### config.mk
export PLATFORM = sky130hd
export DESIGN_NAME = hazard_ctrl
export DESIGN_NICKNAME = d
export VERILOG_FILES = /design/src/rtl/hazard_ctrl.sv
export SDC_FILE = /design/constraint.sdc
export NUM_CORES = 1
export LEC_CHECK = 0
export BUFFER_PORTS_ARGS = -buffer_cell sky130_fd_sc_hd__buf_2
export CAP_MARGIN = 40
export CORE_ASPECT_RATIO = 1.25
export CORE_MARGIN = 2
export CORE_UTILIZATION = 50
export CTS_CLUSTER_DIAMETER = 150
export DETAILED_ROUTE_END_ITERATION = 10
export GPL_TIMING_DRIVEN = 0
export PLACE_DENSITY = 0.77
export SYNTH_ARGS = -nofsm -noshare
export SYNTH_HDL_FRONTEND = slang
export SYNTH_SLANG_ARGS = --single-unit
export TNS_END_PERCENT = 5
### constraint.sdc
create_clock -name clk -period 7.75 [get_ports clk]
set_clock_uncertainty 0.15 [all_clocks]
set_input_delay 1.55 -clock clk [delete_from_list [all_inputs] [get_ports clk]]
set_output_delay 1.55 -clock clk [all_outputs]
set_load 0.05 [all_outputs]
### src/rtl/hazard_ctrl.sv
// hazard_ctrl -- pipeline sequencing controller for the 5-stage core.
//
// Purpose:
//   Produces per-stage stall and flush controls for the pipeline. It stalls only
//   where forwarding cannot help: a load result still in EXE_MEM, or any result
//   in ID_EXE that a branch resolved in ID needs. It also handles data-memory
//   wait and trap redirects, remembers a trap that arrives during a memory wait,
//   and counts stall and flush cycles.
//
// Ports:
//   clk, rst                 clock, synchronous active-high reset
//   id_rs1_*/id_rs2_*        ID-stage source operand addresses and read enables
//   id_is_branch             ID holds a branch/jalr resolved in ID
//   branch_taken             ID branch unit redirects the PC
//   id_exe_rd_*/id_exe_mem_re    destination, write enable and load flag in ID_EXE
//   exe_mem_rd_*/exe_mem_mem_re  destination, write enable and load flag in EXE_MEM
//   mem_busy                 data memory not ready
//   trap_req                 single-cycle trap pulse from MEM
//   *_stall                  hold the stage register (combinational)
//   *_flush                  load a bubble into the stage register (combinational)
//   state                    RUN=0, STALL=1, MEM_WAIT=2, FLUSH=3
//   stall_cnt / flush_cnt    cycles with pc_stall high / with any flush high
//   mem_timeout              sticky: mem_busy lasted MEM_TIMEOUT cycles in a row
`ifndef GPR_ADDR_SPACE
`define GPR_ADDR_SPACE 4:0
`endif

module hazard_ctrl #(
   parameter int CNT_WIDTH   = 32,
   parameter int MEM_TIMEOUT = 255
) (
   input  logic                   clk,
   input  logic                   rst,
   input  logic [`GPR_ADDR_SPACE] id_rs1_addr,
   input  logic                   id_rs1_re,
   input  logic [`GPR_ADDR_SPACE] id_rs2_addr,
   input  logic                   id_rs2_re,
   input  logic                   id_is_branch,
   input  logic                   branch_taken,
   input  logic [`GPR_ADDR_SPACE] id_exe_rd_addr,
   input  logic                   id_exe_rd_we,
   input  logic                   id_exe_mem_re,
   input  logic [`GPR_ADDR_SPACE] exe_mem_rd_addr,
   input  logic                   exe_mem_rd_we,
   input  logic                   exe_mem_mem_re,
   input  logic                   mem_busy,
   input  logic                   trap_req,
   output logic                   pc_stall,
   output logic                   if_id_stall,
   output logic                   id_exe_stall,
   output logic                   exe_mem_stall,
   output logic                   mem_wb_stall,
   output logic                   if_id_flush,
   output logic                   id_exe_flush,
   output logic                   exe_mem_flush,
   output logic [1:0]             state,
   output logic [CNT_WIDTH-1:0]   stall_cnt,
   output logic [CNT_WIDTH-1:0]   flush_cnt,
   output logic                   mem_timeout
);

   localparam logic [1:0] ST_RUN      = 2'd0;
   localparam logic [1:0] ST_STALL    = 2'd1;
   localparam logic [1:0] ST_MEM_WAIT = 2'd2;
   localparam logic [1:0] ST_FLUSH    = 2'd3;

   localparam int              WAIT_W   = $clog2(MEM_TIMEOUT + 1);
   localparam logic [WAIT_W-1:0] WAIT_MAX = WAIT_W'(MEM_TIMEOUT);

   logic [1:0]           state_q, state_d;
   logic                 trap_pend_q, trap_pend_d;
   logic [WAIT_W-1:0]    wait_q, wait_d;
   logic                 mem_timeout_q, mem_timeout_d;
   logic [CNT_WIDTH-1:0] stall_cnt_q, flush_cnt_q;

   // Operand match per source register: index 0 = rs1, index 1 = rs2.
   logic [`GPR_ADDR_SPACE] src_addr [2];
   logic [1:0]             src_re;
   logic [1:0]             ie_match;
   logic [1:0]             em_match;

   assign src_addr[0] = id_rs1_addr;
   assign src_addr[1] = id_rs2_addr;
   assign src_re      = {id_rs2_re, id_rs1_re};

   generate
      for (genvar gi = 0; gi < 2; gi++) begin : g_match
         // x0 is hard-wired zero, so a "write" to it never creates a dependency.
         assign ie_match[gi] = (src_addr[gi] != '0) && src_re[gi] &&
                               (src_addr[gi] == id_exe_rd_addr) && id_exe_rd_we;
         assign em_match[gi] = (src_addr[gi] != '0) && src_re[gi] &&
                               (src_addr[gi] == exe_mem_rd_addr) && exe_mem_rd_we;
      end
   endgenerate

   logic lu_haz, br_haz;
   // A branch in ID cannot get anything forwarded from ID_EXE, and a load in
   // EXE_MEM has no data yet; ALU results in EXE_MEM forward normally.
   assign lu_haz = (|ie_match) && id_exe_mem_re;
   assign br_haz = id_is_branch && ((|ie_match) || ((|em_match) && exe_mem_mem_re));

   // State register
   always_ff @(posedge clk) begin
      if (rst) begin
         state_q       <= ST_RUN;
         trap_pend_q   <= 1'b0;
         wait_q        <= '0;
         mem_timeout_q <= 1'b0;
         stall_cnt_q   <= '0;
         flush_cnt_q   <= '0;
      end else begin
         state_q       <= state_d;
         trap_pend_q   <= trap_pend_d;
         wait_q        <= wait_d;
         mem_timeout_q <= mem_timeout_d;
         stall_cnt_q   <= stall_cnt_q + CNT_WIDTH'(pc_stall);
         flush_cnt_q   <= flush_cnt_q + CNT_WIDTH'(if_id_flush | id_exe_flush | exe_mem_flush);
      end
   end

   // Next-state logic
   always_comb begin
      state_d     = ST_RUN;
      trap_pend_d = trap_pend_q;
      if (mem_busy) begin
         state_d = ST_MEM_WAIT;
         // The redirect cannot happen while memory holds the pipe; keep it for later.
         if (trap_req) trap_pend_d = 1'b1;
      end else if (trap_req || trap_pend_q) begin
         state_d     = ST_FLUSH;
         trap_pend_d = 1'b0;
      end else if (state_q == ST_FLUSH) begin
         state_d = ST_RUN;
      end else if (lu_haz || br_haz) begin
         state_d = ST_STALL;
      end

      if (!mem_busy)            wait_d = '0;
      else if (wait_q != WAIT_MAX) wait_d = wait_q + 1'b1;
      else                      wait_d = wait_q;
      mem_timeout_d = mem_timeout_q || (wait_d == WAIT_MAX);
   end

   // Output logic: same-cycle controls from inputs, state and pending trap.
   always_comb begin
      pc_stall      = 1'b0;
      if_id_stall   = 1'b0;
      id_exe_stall  = 1'b0;
      exe_mem_stall = 1'b0;
      mem_wb_stall  = 1'b0;
      if_id_flush   = 1'b0;
      id_exe_flush  = 1'b0;
      exe_mem_flush = 1'b0;
      if (rst) begin
         // everything stays low during reset
      end else if (mem_busy) begin
         pc_stall      = 1'b1;
         if_id_stall   = 1'b1;
         id_exe_stall  = 1'b1;
         exe_mem_stall = 1'b1;
         mem_wb_stall  = 1'b1;
      end else if (trap_req || trap_pend_q) begin
         if_id_flush   = 1'b1;
         id_exe_flush  = 1'b1;
         exe_mem_flush = 1'b1;
      end else if (state_q == ST_FLUSH) begin
         // Redirect shadow: the instruction fetched during the trap cycle is wrong-path.
         if_id_flush = 1'b1;
      end else if (lu_haz || br_haz) begin
         // Hold IF/ID and insert a bubble; a taken branch waits for its operands.
         pc_stall     = 1'b1;
         if_id_stall  = 1'b1;
         id_exe_flush = 1'b1;
      end else if (branch_taken) begin
         if_id_flush = 1'b1;
      end
   end

   assign state       = state_q;
   assign stall_cnt   = stall_cnt_q;
   assign flush_cnt   = flush_cnt_q;
   assign mem_timeout = mem_timeout_q;

endmodule

==> summary.md, run 1 <==
| Metric | Value |
|---|---|
| Uppermost layer routed | `met4` |
| Final setup viols | `0` |
| Synth Warn # | `0` |
| Peak Freq | `196 MHz` |
| RePlAce Congestion | `0.878` |
| Xor and xnor fraction of the mapped netlist area | `17.5%` |
| Max-slew violation total from the final report | `0` |
| Hold WC Path Type | `register to register` |
| Worst-Margin Slew | `0.688 ns` |
| Ys flop type | `dfxtp_1` |
| Tmin final | `5.11 ns` |
| Root buf cell | `clkbuf_8` |
| Final Core Density | `63.4%` |
| Hold Path Sink | `mem_timeout$_SDFF_PP0_` |
| Worst r2r src | `state[0]$_SDFF_PP0_` |
| Hold Path Stages | `2` |
| N_diodes | `0` |
| CTS Hold Bufs | `0` |
| Clk slew on worst S/H paths | `roughly 0.080 ns` |
| Synthesized instance count | `~440` |
| Core area | `0.00744 mm²` |
| Nets | `592` |
| Final instance area | `0.00472 mm²` |
| Clock Path Buffers | `2` |
| Worst slew margin | `53.8%` |
| Post-synth EDFFs | `0` |
| Mean post-synth cell area | `8.82 µm²` |
| Die Span X | `82.6 µm` |
| GRT overflow | `0` |
| Vias per cell | `5.40` |
| Post-route DRC | `0` |
| Io pins | `107` |
| Met2 WL post-DR | `4590 µm` |
| Fill count | `around 640` |
| Drt pass-1 iters | `4` |
| Die area | `0.00845 mm²` |
| Mux share of post-synthesis cell area | `0.518%` |
| Classification of the worst setup path | `primary input to output port` |
| # clock sinks | `76` |
| Crit. End Element | `output port` |
| Synthesized-area fraction occupied by adder cells | `1.62%` |
| Peak fanout along the critical path | `4` |
| Wl on met1 | `roughly 3600 µm` |
| Final WS setup | `2.64 ns` |
| Via count | `3,520` |
| Total Routing Usage GR | `21.6%` |
| Largest family of logic cells by synthesized area | `simple AND/OR/NAND/NOR gates` |
| First-pass GRT wire length | `14,200 µm` |
| Fin. Hold Viols | `0` |
| Mapped cell area | `a little under 0.004 mm²` |
| TritonCTS clock tree | `built` |
| Detailed Place HPWL | `6710 µm` |
| H-Tree Depth | `3` |
| Maxcap violations | `0` |
| Synth cell types | `51` |
| Worst hold slack | `0.323 ns` |
| Footprint of the multi-input gates | `0.00219 mm²` |
| Port bufs | `106` |
| Crit share post-route | `about two thirds` |
| Reg2Reg Setup Slack | `just under 5 ns` |
| Vias in the first global route | `3,228` |
| CP required | `6.05 ns` |
| Sequential area share after synthesis | `39.4%` |
| P&R area growth vs syn | `22.2%` |
| R2r endpoint | `stall_cnt[30]$_SDFF_PP0_` |
| Starting density of the core | `about half` |
| Post-synthesis compound-gate area fraction | `5.83%` |
| Net Count, Synth | `475` |
| RSZ-0062 raised after global routing | `false` |
| Synth Register Bits | `76` |
| DRC marker count from the first detailed-route iteration | `119` |
| Worst EP arrival | `3.41 ns` |
| Final Non-Filler Cells | `around 650` |
| Synth Area in Simple Gates | `31.3%` |
| Placed Instances | `636` |
| Synth async-reset ratio | `0%` |
| Met3 Wirelength | `674 µm` |
| CTS buffer count | `9` |
| Placed cell areas | `0.00451 mm²` |
| P_leak | `around 2 nW` |
| Detailed Route WL | `9040 µm` |
| Setup TNS Final | `0 ns` |
| Status | `finished clean` |
| Power Total | `776 µW` |
| DP Worst Slack | `2.64 ns` |
| Total area of sequential cells | `~0.0015 mm²` |
| R2R depth | `10` |
| Share of cells above drive strength 1 | `about a quarter` |
| Clk_lat worst skew | `~0.34 ns` |
| Largest net degree at the start of global routing | `14` |
| Setup repair bufs after CTS | `0` |
| Post-route ant nets | `0` |
| HP Start | `mem_timeout$_SDFF_PP0_` |
| Worst setup SP type | `primary input` |
| Rows | `35` |
| PD cells | `between 150 and 200 mW/mm²` |
| Average wire per standard cell | `about 14 µm` |
| Antenna violations before repair | `0` |
| Die Y | `102 µm` |
| # resized after CTS | `0` |
| Worst VDD drop | `0.115 mV` |
final cells by class:
type / count / area share [%]
buffer: 21 / 2.47
clock buffer: 11 / 3.21
sequential: 76 / 32.2
multi-input combinational: 332 / 46.4
timing repair buffer: 106 / 11.2
inverter: 9 / 0.716
tap: 92 / 2.44
clock inverter: 5 / 1.27
worst max-delay path: stages:
cell and delay [ns]:
buf_2 0.12, xor2_1 0.15, or4_1 0.52, nor3_2 0.23
nor2_1 0.07, o211ai_1 0.35, buf_4 0.17, buf_2 0.25
kinds of logic (layout without fill, tap and decap cells):
| family | after synthesis | count (layout) |
|---|---|---|
| simple gates | 213 | 213 |
| xor+xnor | 77 | 77 |
| flops | 76 | 76 |
| compound gates | 35 | 35 |
| buf+inv | 30 | 152 |
| fa+ha+maj | 5 | 5 |
| mux | 2 | 2 |
cells in the mapped netlist (all sizes together), types with 2 or more instances:
cell	count	area share, %
dfxtp	76	39
nor2	74	7.2
xor2	46	10
xnor2	31	7.0
nand3	30	4.2
nand2	23	2.2
nor3	18	2.5
nand4	16	3.8
buf	11	2.0
a21oi	10	1.3
clkbuf	10	1.0
nor4	10	3.1
inv	9	0.87
o21ai	8	1.0
and4	7	1.6
and3	6	0.97
nor2b	6	0.97
ha	5	1.6
or3	5	0.81
nand3b	4	0.78
and2	3	0.49
o211ai	3	0.58
or4	3	0.58
a211oi	2	0.39
a31o	2	0.45
a31oi	2	0.32
mux2i	2	0.52
nand2b	2	0.32
o21a	2	0.39
worst max-delay path by stage:
stage               slack, ns       end              start
CTS                      2.63  pc_stall  id_exe_rd_addr[4]
global placement         2.66  pc_stall  id_exe_rd_addr[4]
floorplan                2.38  pc_stall  id_exe_rd_addr[4]
global route             2.45  pc_stall  id_exe_rd_addr[4]
detailed placement       2.64  pc_stall  id_exe_rd_addr[4]
finish                   2.64  pc_stall  id_exe_rd_addr[4]
layout by cell type, fill, tap and decap left out, types with 4 or more instances in the layout:
cell type / instances
buf_2: 108
dfxtp_1: 76
nor2_1: 74
xor2_1: 46
xnor2_1: 31
nand3_1: 29
nand2_1: 23
nor3_1: 17
nand4_1: 13
clkbuf_8: 11
a21oi_1: 10
clkbuf_1: 9
inv_1: 9
o21ai_0: 8
and4_1: 6
and3_1: 6
nor2b_1: 6
nor4_1: 5
buf_4: 5
or3_1: 5
ha_1: 5
nand3b_1: 4
clkinvlp_4: 4
routing by layer:
| metal | up-vias | GRT usage [%] |
|---|---|---|
| met5 | - | 0 |
| met2 | 136 | 38.5 |
| met4 | 0 | 11.0 |
| met3 | 21 | 5.04 |
| met1 | 1622 | 23.5 |
| li1 | 1741 | - |
where the power goes:
group | total [mW] | leakage [nW] | internal [mW] | switching (mW)
logic | 0.0641 | 1.33 | 0.0215 | 0.0426
registers | 0.396 | 0.613 | 0.393 | 0.00253
clock network | 0.317 | 0.0938 | 0.166 | 0.150
flip-flops by register name, summed over array words and instances, names as in the netlist:
register,flops
flush_cnt,32
mem_timeout,1
stall_cnt,32
wait_q,8
trap_pend_q,1
state,2
Power figures use the tool's default switching activity.
==> inputs of run 2 (changes only) <==
- ABC_AREA: default -> 1
- CORE_UTILIZATION: 50 -> 49
- clock period: 7.75 -> 4.2 ns (I/O delays scaled with it)
==> summary.md, run 2 <==
| Metric | Value |
|---|---|
| Most frequent cells in the layout | `152 x nand2_1, 105 x buf_2, 90 x inv_1, 77 x nor2_1, 76 x dfxtp_1` |
| Int Pwr | `1.30 mW (+120%)` |
| Via count | `4,696 (+33%)` |
| Total Routing Usage GR | `24.8% (+3.2 points)` |
| First-pass GRT wire length | `19,700 µm (+38%)` |
| Cell taking the most area after synthesis | `dfxtp_1` |
| Io pins | `107 (unchanged)` |
| Synth Register Bits | `76 (unchanged)` |
| Peak fanout along the critical path | `10 (+6)` |
| Synth top area share | `33.9% (-5.5 points)` |
| Die Y | `111 µm (+8.6%)` |
| Crit path max-delay family | `simple AND/OR/NAND/NOR gates` |
| Synth async-reset ratio | `0% (unchanged)` |
| N_diodes | `0 (unchanged)` |
| Ys flop type | `dfxtp_1` |
| Mapped cell area | `0.00449 mm² (+16%)` |
| Detailed Place HPWL | `9150 µm (+36%)` |
| Antenna violations before repair | `0 (unchanged)` |
| CP required | `4.25 ns (-1.80 ns)` |
| Starting density of the core | `49.7% (-2.2 points)` |
| Post-route ant nets | `0 (unchanged)` |
| Post-synth top cells | `152 x nand2_1, 90 x inv_1, 77 x nor2_1` |
| Average wire per standard cell | `13.2 µm (-4.8%)` |
| Tmin final | `around 3.6 ns` |
| Switch Pwr | `394 µW (+100%)` |
| Most numerous cell in the Yosys netlist | `nand2_1` |
| Vias per cell | `5.22 (-3.4%)` |
| Worst path max stage delay | `0.53 ns (about the same)` |
| Nets | `809 (+37%)` |
| Clk pwr share | `49.3% (+8.5 points)` |
| Vias in the first global route | `4,479 (+39%)` |
| Synth cell types | `39 (-24%)` |
| Maxcap violations | `0 (unchanged)` |
| Drt pass-1 iters | `6 (+2)` |
| Peak Freq | `275 MHz` |
| Share of cells above drive strength 1 | `23.2% (-3.3 points)` |
| TritonCTS clock tree | `built` |
| P_leak | `2.46 nW (+21%)` |
| Net Count, Synth | `693 (+46%)` |
| Largest cells by area after synthesis | `dfxtp_1 34%, nand2_1 13%, inv_1 7.5%` |
| Synth Warn # | `0 (unchanged)` |
| DRC marker count from the first detailed-route iteration | `228 (+92%)` |
| Classification of the worst setup path | `primary input to register` |
| Worst slew margin | `45.4% (-8.4 points)` |
| Final WS setup | `0.567 ns (-2.07 ns)` |
| Max-slew violation total from the final report | `0 (unchanged)` |
| Port bufs | `105 (-0.94%)` |
| Final Non-Filler Cells | `900 (+38%)` |
| H-Tree Depth | `3 (unchanged)` |
| Core area | `0.00903 mm² (+21%)` |
| Status | `finished clean` |
| RSZ-0062 raised after global routing | `false` |
| P&R area growth vs syn | `22.2% (about the same)` |
| # clock sinks | `76 (unchanged)` |
| RePlAce Congestion | `0.907 (+3.3%)` |
| Crit. End Element | `register` |
| Worst setup SP type | `primary input` |
| Fin. Hold Viols | `0 (unchanged)` |
| Clk_lat worst skew | `0.34 ns (about the same)` |
| Worst EP arrival | `3.68 ns (+0.27 ns)` |
| Combinational power share | `7.7% (-0.6 points)` |
| Crit share post-route | `86.5%` |
| Buffers & Inverters on Critical Path | `4 (+1)` |
| Sequential area share after synthesis | `33.9% (-5.5 points)` |
| Post-route DRC | `0 (unchanged)` |
| Clk slew on worst S/H paths | `0.06 ns (-0.02 ns)` |
| Setup TNS Final | `0 ns (unchanged)` |
| Worst VDD drop | `0.204 mV (+77%)` |
| CTS buffer count | `9 (unchanged)` |
| Clock Path Buffers | `2 (unchanged)` |
| Commonest non-fill, non-tap cell in the layout | `nand2_1` |
| Mean post-synth cell area | `6.84 µm² (-22%)` |
| Rows | `39 (+11%)` |
| Synthesized instance count | `656 (+50%)` |
| # resized after CTS | `0 (unchanged)` |
| Sequential cell fraction of total power | `43.1% (-7.9 points)` |
| PD cells | `309 mW/mm² (+88%)` |
| Crit-path slowest cell | `clkbuf_1` |
| Worst-Margin Slew | `0.820 ns (+0.132 ns)` |
| DP Worst Slack | `0.155 ns (-2.49 ns)` |
| Hold WC Path Type | `register to register` |
| Post-synth EDFFs | `0 (unchanged)` |
| Die Span X | `89.6 µm (+8.5%)` |
| Placed Instances | `884 (+39%)` |
| Final setup viols | `0 (unchanged)` |
| Critical path cell sequence | `clkbuf_1 > inv_1 > clkbuf_1 > nand3_1 > nand2_1 > ha_1 > ha_1 > nand2_1 > nor2_4 > nand2_2 > nor2_4 > nand2_2 > inv_2 > nand3_2 > nor3_1 > nor3b_2` |
| Switching share of power | `23.2% (-2.0 points)` |
| Detailed Route WL | `11,900 µm (+31%)` |
| CTS Hold Bufs | `0 (unchanged)` |
| Setup repair bufs after CTS | `0 (unchanged)` |
| Largest net degree at the start of global routing | `13 (-1)` |
| Root buf cell | `clkbuf_16` |
| GRT overflow | `0 (unchanged)` |
| Die area | `0.00995 mm² (+18%)` |
-- run 2: final timing paths --
path                               to  depth (start not counted)  slack [ns]                     start
max          stall_cnt[26]$_SDFF_PP0_                         16        0.57                       rst
min            mem_timeout$_SDFF_PP0_                          2        0.31    mem_timeout$_SDFF_PP0_
max reg2reg  stall_cnt[26]$_SDFF_PP0_                         16        1.50  trap_pend_q$_SDFFE_PP0P_
min reg2reg    mem_timeout$_SDFF_PP0_                          2        0.31    mem_timeout$_SDFF_PP0_
-- run 2: cell families (layout without fill, tap and decap cells) --
logic type / Yosys count / after routing / synth area share, %
flops: 76 / 76 / 33.9
xor+xnor: 22 / 22 / 4.29
fa+ha+maj: 5 / 5 / 1.39
buf+inv: 107 / 228 / 9.20
compound gates: 71 / 71 / 8.58
simple gates: 375 / 375 / 42.6
-- run 2: metrics by stage --
step	cell area (µm²)	hold WS, ns	total power, mW	utilization (%)
global placement	5170	0.300	0.873	57.3
floorplan	4490	0.323	0.830	-
detailed placement	5170	0.295	0.877	57.3
CTS	5490	0.312	1.70	60.8
finish	5490	0.311	1.70	60.8
global route	5490	0.352	1.75	60.8
-- run 2: power by group through the flow --
stage          Clock (mW)  Sequential, mW  Combinational (mW)
6_report            0.836           0.731               0.130
4_1_cts             0.842           0.731               0.131
3_5_place_dp            0           0.746               0.130
5_1_grt             0.880           0.731               0.143
2_1_floorplan           0           0.761              0.0686
3_3_place_gp            0           0.746               0.127
-- run 2: metal layers --
metal / wire (µm) / GRT usage (%)
met5: 0 / 0
met4: 306 / 11.5
met3: 668 / 5.36
met2: 6100 / 42.1
met1: 4810 / 28.7
-- run 2: final cells by class --
| type | count | area [µm²] |
|---|---|---|
| Clock buffer | 12 | 246 |
| Clock inverter | 4 | 72.6 |
| Sequential cell | 76 | 1520 |
| Fill cell | 822 | 3540 |
| Timing Repair Buffer | 105 | 526 |
| Buffer | 10 | 48.8 |
| Multi-Input combinational cell | 473 | 2550 |
| Inverter | 97 | 364 |
| Tap cell | 123 | 154 |
-- run 2: tightest hold or removal path, stage by stage, from the launching register on --
cell and delay [ns]:
dfxtp_1 0.30, nand2_1 0.06, nand2_1 0.05
